==> src/rtl/fetch_pc.sv <==
// fetch_pc: program counter and fetch sequencing with a start/halt/done
// handshake and a saturating count of executed instructions.
module fetch_pc #(
    parameter int unsigned          PC_W       = 10,
    parameter logic [PC_W-1:0]      START_ADDR = '0
) (
    input  logic            clk,
    input  logic            reset,
    input  logic            start,
    input  logic            stall,
    input  logic            halt_req,
    input  logic            branch_en,
    input  logic            is_zero,
    input  logic            rel_en,
    input  logic [PC_W-1:0] target,
    output logic [PC_W-1:0] pc,
    output logic            fetch_valid,
    output logic            done,
    output logic [15:0]     instr_cnt
);

    typedef enum logic [1:0] {
        S_IDLE = 2'd0,
        S_RUN  = 2'd1,
        S_DONE = 2'd2
    } state_t;

    state_t            r_state;
    logic [PC_W-1:0]   r_pc;
    logic              r_done;
    logic [15:0]       r_cnt;

    state_t            w_state_nxt;
    logic [PC_W-1:0]   w_pc_nxt;
    logic              w_done_nxt;
    logic [15:0]       w_cnt_nxt;
    logic [15:0]       w_cnt_inc;
    logic              w_taken;

    // Saturating increment: the counter sticks at all-ones instead of wrapping.
    assign w_cnt_inc = (r_cnt == 16'hFFFF) ? r_cnt : r_cnt + 16'd1;
    assign w_taken   = branch_en & is_zero;

    // State and datapath registers; reset wins over every other input.
    always_ff @(posedge clk) begin
        if (reset) begin
            r_state <= S_IDLE;
            r_pc    <= START_ADDR;
            r_done  <= 1'b0;
            r_cnt   <= '0;
        end else begin
            r_state <= w_state_nxt;
            r_pc    <= w_pc_nxt;
            r_done  <= w_done_nxt;
            r_cnt   <= w_cnt_nxt;
        end
    end

    // Next-state and next-value decode; priority in RUN is stall > halt > branch > increment.
    always_comb begin
        w_state_nxt = r_state;
        w_pc_nxt    = r_pc;
        w_done_nxt  = r_done;
        w_cnt_nxt   = r_cnt;
        case (r_state)
            S_IDLE: begin
                w_pc_nxt   = START_ADDR;
                w_done_nxt = 1'b0;
                if (start) begin
                    w_state_nxt = S_RUN;
                    w_cnt_nxt   = '0;
                end
            end
            S_RUN: begin
                if (!stall) begin
                    w_cnt_nxt = w_cnt_inc;
                    if (halt_req) begin
                        // PC stays on the HALT instruction.
                        w_state_nxt = S_DONE;
                        w_done_nxt  = 1'b1;
                    end else if (w_taken) begin
                        w_pc_nxt = rel_en ? (r_pc + target) : target;
                    end else begin
                        w_pc_nxt = r_pc + PC_W'(1);
                    end
                end
            end
            S_DONE: begin
                w_done_nxt = 1'b1;
                if (start) begin
                    w_state_nxt = S_RUN;
                    w_pc_nxt    = START_ADDR;
                    w_cnt_nxt   = '0;
                    w_done_nxt  = 1'b0;
                end
            end
            default: begin
                w_state_nxt = S_IDLE;
                w_pc_nxt    = START_ADDR;
                w_done_nxt  = 1'b0;
            end
        endcase
    end

    assign pc          = r_pc;
    assign done        = r_done;
    assign instr_cnt   = r_cnt;
    assign fetch_valid = (r_state == S_RUN);

endmodule

==> config.mk <==
export PLATFORM = sky130hd
export DESIGN_NAME = fetch_pc
export DESIGN_NICKNAME = d
export VERILOG_FILES = /design/src/rtl/fetch_pc.sv
export SDC_FILE = /design/constraint.sdc
export NUM_CORES = 1
export LEC_CHECK = 0
export CORE_MARGIN = 2
export CORE_UTILIZATION = 30
export CTS_CLUSTER_DIAMETER = 100
export CTS_CLUSTER_SIZE = 24
export DETAILED_ROUTE_END_ITERATION = 6
export PLACE_DENSITY = 0.62
export REMOVE_ABC_BUFFERS = 1
export SETUP_SLACK_MARGIN = 0.5
export SLEW_MARGIN = 20
export SYNTH_ARGS = -nofsm -noshare
export SYNTH_HDL_FRONTEND = slang
export SYNTH_SLANG_ARGS = --single-unit
==> constraint.sdc <==
create_clock -name clk -period 5.6 [get_ports clk]
set_input_delay 0.56 -clock clk [delete_from_list [all_inputs] [get_ports clk]]
set_output_delay 0.56 -clock clk [all_outputs]
set_load 0.02 [all_outputs]
### Word level (Yosys, flattened, before mapping)

Index checks and enable logic that the tools add are counted.

* bitwise gates (word level): 1
* reductions and logical operators: 7
* add/sub/neg operators: 3
* multiplexer cells: 18
* eq/ne operators: 9

Operators by type and width (number)
* $mux W10: 5
* $mux W16: 3
* $pmux W16 S2: 1
* $pmux W10 S2: 1
* $add A16 B1 Y16 const B: 1
* $eq A16 B16 Y1 const B: 1
* $add A10 B1 Y10 const B: 1
* $add A10 B10 Y10: 1
* $ne A2 B2 Y1 const B: 5
* $mux W2: 3
* $reduce_and A3 Y1: 2
* $pmux W2 S2: 1
* $reduce_and A4 Y1: 1
* $mux W1: 3
* $eq A2 B1 Y1 const B: 1
* $eq A2 B2 Y1 const B: 1
* $logic_not A2 Y1: 1
* $ne A2 B1 Y1 const B: 1
* $pmux W1 S2: 1
* $reduce_and A2 Y1: 1
* $reduce_bool A2 Y1: 1
* $reduce_or A2 Y1: 1
* $and A1 B1 Y1: 1

* word-level logic and storage cells: 42
* output and inout bits: 28
* input port bits: 18
* register bits: 29

### Longest topological paths before layout

* word-level depth: 6
* mapped depth: 11
* gate-level depth less buffers: 9

### Worst setup path before layout

No wires, ideal clock.

* path type: input to register
* start: input target[0]
* end: register r_pc[8] (netlist: pc[8])
* buffers on the path: 0
* stages: 9
* path slack: 3.304 ns
* setup time: 0.091 ns
* data arrival time: 2.205 ns
* data required time: 5.509 ns
* cells stage by stage: ha_1 -> inv_1 -> fa_1 -> nor2b_1 -> o21a_1 -> o21ai_0 -> a21boi_0 -> or4b_1 -> a311oi_1

* cells in the longest elaborated chain, start to end: 6

Ends and longest elaborated chain
* start: declaration: RTL line 15 `input logic [PC_W-1:0] target,`
* $add A10 B10 Y10: RTL line 82 `w_pc_nxt = rel_en ? (r_pc + target) : target;`
* $mux W10: RTL line 82
* $mux W10: RTL line 81 `end else if (w_taken) begin`
* $mux W10: RTL line 77 `if (halt_req) begin`
* $mux W10: RTL line 75 `if (!stall) begin`
* $pmux W10 S2: RTL line 65 `case (r_state)`
* end signal: assignment: RTL line 53 `r_pc <= w_pc_nxt;`
* end: declaration: RTL line 29 `logic [PC_W-1:0] r_pc;`

No other way between the ends. The select of a mux whose other input is x is not followed.
A chain may end at the register's enable or synchronous reset.

### Final worst setup path

* start: register r_state[0]
* end: register r_cnt[5] (netlist: instr_cnt[5])

* cells in the longest elaborated chain, start to end: 4
* elaborated cells on any way between the ends: 10

Ends and longest elaborated chain
* start: declaration: RTL line 28 `state_t r_state;`
* start signal: assignment: RTL line 52 `r_state <= w_state_nxt;`
* $eq A2 B2 Y1 or $logic_not A2 Y1 (tied branches): RTL line 65
* $reduce_or A2 Y1 (no line)
* $ne A2 B1 Y1 (no line) or $reduce_bool A2 Y1 (tied branches)
* $reduce_and A4 Y1 (no line)
* end signal: assignment: RTL line 55 `r_cnt <= w_cnt_nxt;`
* end: declaration: RTL line 31 `logic [15:0] r_cnt;`

Several ways; a longest one is shown, not always the timed one.

==> impl_metrics.json <==
{
  "final_net_count": 371,
  "fin_area_sq_um": 2850,
  "drive_gt1_share_pct": 4.13,
  "reg2reg_slack_ns": 2.88,
  "r2r_end": "instr_cnt[5]",
  "viasPerCell": 5.45,
  "relSlewSlack_pct": 48.1,
  "ios": 46,
  "fp.dieH_um": 89.8,
  "period_share_pct": 48.6,
  "grt_pass1_wl_mm": 9.39,
  "die_w_um": 89.8,
  "finalSetupViolCount": 0,
  "vias": 2389,
  "grt_max_degree": 27,
  "dp_hpwl_mm": 4.25,
  "cp.required_ns": 5.82,
  "crit_fanout": 20,
  "instances_no_fill": 438,
  "ys_types": 54,
  "cts.path.max_buffers": 2,
  "dp_cells": 430,
  "reg2regPathDepth": 8,
  "tns_ns": 0,
  "crit_arrival_ns": 2.95,
  "area_growth_pct": 29.0,
  "hp-start": "instr_cnt[11]",
  "p_leak_nw": 0.997,
  "clkLatencyLatePin_ns": 0.28,
  "coreArea_sq_um": 7180,
  "final_common_cell": "clkdlybuf4s50_1",
  "synth_edf_count": 0,
  "rows": 31,
  "rsz0062_at_grt": "no",
  "period_minus_slack_ns": 2.72,
  "drt_iter0_drc": 94,
  "final_cell_mix": "clkdlybuf4s50_1, a21oi_1, nor2_1, o21ai_0, dfxtp_1",
  "antenna_found_initial": 0,
  "place_ws_ns": 2.70,
  "wl_per_cell_um": 13.3,
  "n_antenna_cell": 0,
  "r2r-start": "r_state[0]",
  "postCtsSetupBuffers": 0,
  "power_density_nw_per_um2": 208,
  "fp.dieArea_sq_um": 8070,
  "start_kind": "flip-flop",
  "place_area_sq_um": 2730,
  "dr.pass1.iters": 5,
  "wirelength_mm": 5.84,
  "cap_violations": 0,
  "post_cts_hold_buffer_count": 0,
  "grt_use_total_pct": 13.8,
  "worst_slack_ns": 2.88,
  "io_buffers": 45,
  "clockRootBuffer": "clkbuf_8",
  "synth-seq-cells": 29,
  "overflow": 0,
  "syn-cell-area_sq_um": 2210,
  "grt_pass1_vias": 2016,
  "syn_inst": 298,
  "fin_skew_ns": 0.00867,
  "path_clk_slew_ns": 0.07,
  "ys_seq_area_share_pct": 26.3,
  "worst_pin_slew_ns": 0.777,
  "whs_path_depth": 2,
  "syn-mean-instance-area_sq_um": 7.41,
  "async_flop_share_pct": 0,
  "yosys_warnings": 0,
  "hold_path_class": "flip-flop to flip-flop",
  "start_util_pct": 30.8,
  "clkSinkCount": 29,
  "criticalPathCategory": "flip-flop to flip-flop",
  "cts_tree": "built",
  "worst_setup_path_end_kind": "flip-flop",
  "slew_viol_final": 0,
  "fmax_ghz": 0.367,
  "timing_hold_violations_final": 0,
  "drc": 0,
  "cts_resized": 0,
  "status": "completed",
  "cts_buffers": 5,
  "vdd_drop_max_v": 0.0000773,
  "hold_end": "instr_cnt[11]",
  "globalplace.congestion": 0.941,
  "synth_ff_type": "dfxtp_1",
  "htreeDepth": 2,
  "antenna_left": 0
}
## critical path, cell delays in order, from the launching register on
cell      delay, ns
dfxtp_1        0.33
inv_1          0.10
ha_1           0.21
or2_1          0.46
o211ai_1       0.14
a41o_1         0.43
or2_4          0.35
or4_1          0.50
a21oi_1        0.14
## metrics by stage
step / power [mW] / utilization, % / hold WS [ns]
6_report: 0.592 / 39.7 / 0.513
5_1_grt: 0.628 / 39.7 / 0.510
4_1_cts: 0.597 / 39.7 / 0.509
3_5_place_dp: 0.366 / 38.1 / 0.498
3_3_place_gp: 0.364 / 38.1 / 0.500
2_1_floorplan: 0.314 / - / 0.503
## power breakdown
| part | switching [mW] | leakage, nW | internal, mW | total (mW) |
|---|---|---|---|---|
| clock | 0.0853 | 0.0574 | 0.145 | 0.230 |
| combinational | 0.0898 | 0.706 | 0.0561 | 0.146 |
| sequential | 0.00533 | 0.234 | 0.211 | 0.217 |
| total | 0.180 | 0.997 | 0.412 | 0.592 |
## layer usage
metal	vias up	track usage [%]	routed length, um
met5	-	0	0
met4	0	4.49	70
met3	8	3.60	356
met2	94	21.1	2620
met1	1104	18.9	2790
li1	1183	-	-
## kinds of logic (layout without fill, tap and decap cells)
family,count (synthesis),after routing,synth area share [%]
muxes,6,6,2.72
xor gates and xnor gates,4,4,1.59
AOI/OAI and AO/OA,93,93,25.1
DFF,29,29,26.3
buffers and inverters,23,64,4.42
and+or+nand+nor,128,128,31.0
adders and majority gates,15,15,8.83
## state kept, by name, summed over array words and instances (netlist names)
register and count:
instr_cnt 16, pc 10, r_state 2, done 1
## worst max-delay path by stage
stage	startpoint	to	cells past startpoint
after CTS	r_state[0]	instr_cnt[5]	8
final	r_state[0]	instr_cnt[5]	8
after global routing	r_state[0]	instr_cnt[5]	8
after global placement	target[0]	pc[8]	10
after floorplan	r_state[0]	instr_cnt[5]	8
after detailed placement	target[0]	pc[8]	10
## Yosys cell counts (2+ instances only)
cell      count  area [sq um]
and3_1        3          18.8
nor3_1       11          55.1
nand3_1      13          65.1
and4_1        2          17.5
a311oi_1      2          17.5
o221ai_1      2          17.5
nand2_1      26          97.6
or4_1         3          22.5
a211oi_1      6          45.0
or3_1         6          37.5
nor2_1       30           113
nand3b_1      6          45.0
xnor2_1       3          26.3
buf_2         3          15.0
buf_4         2          15.0
a31oi_1       5          31.3
clkbuf_1      7          26.3
or2_2         2          12.5
o21ai_0      29           145
and2_1        4          25.0
inv_1        10          37.5
mux2i_1       6          60.1
ha_1         14           175
o31ai_1       2          15.0
nor3b_1       3          22.5
nand4b_1      3          26.3
nor2b_1       2          12.5
o21bai_1      2          15.0
o21a_1        3          22.5
nand2b_1      3          18.8
a21o_1        2          15.0
nand4_1       3          18.8
dfxtp_1      29           581
a21oi_1      31           155
## layout make-up
type                       count  area (sq um)
multi-input combinational    246          1530
sequential                    29           581
inverter                      10          37.5
clock buffer                   6          82.6
tap                           99           124
timing repair buffer          46           458
clock inverter                 2          37.5
fill                         744          4320
Note: power is estimated with default switching activity, not from simulation.
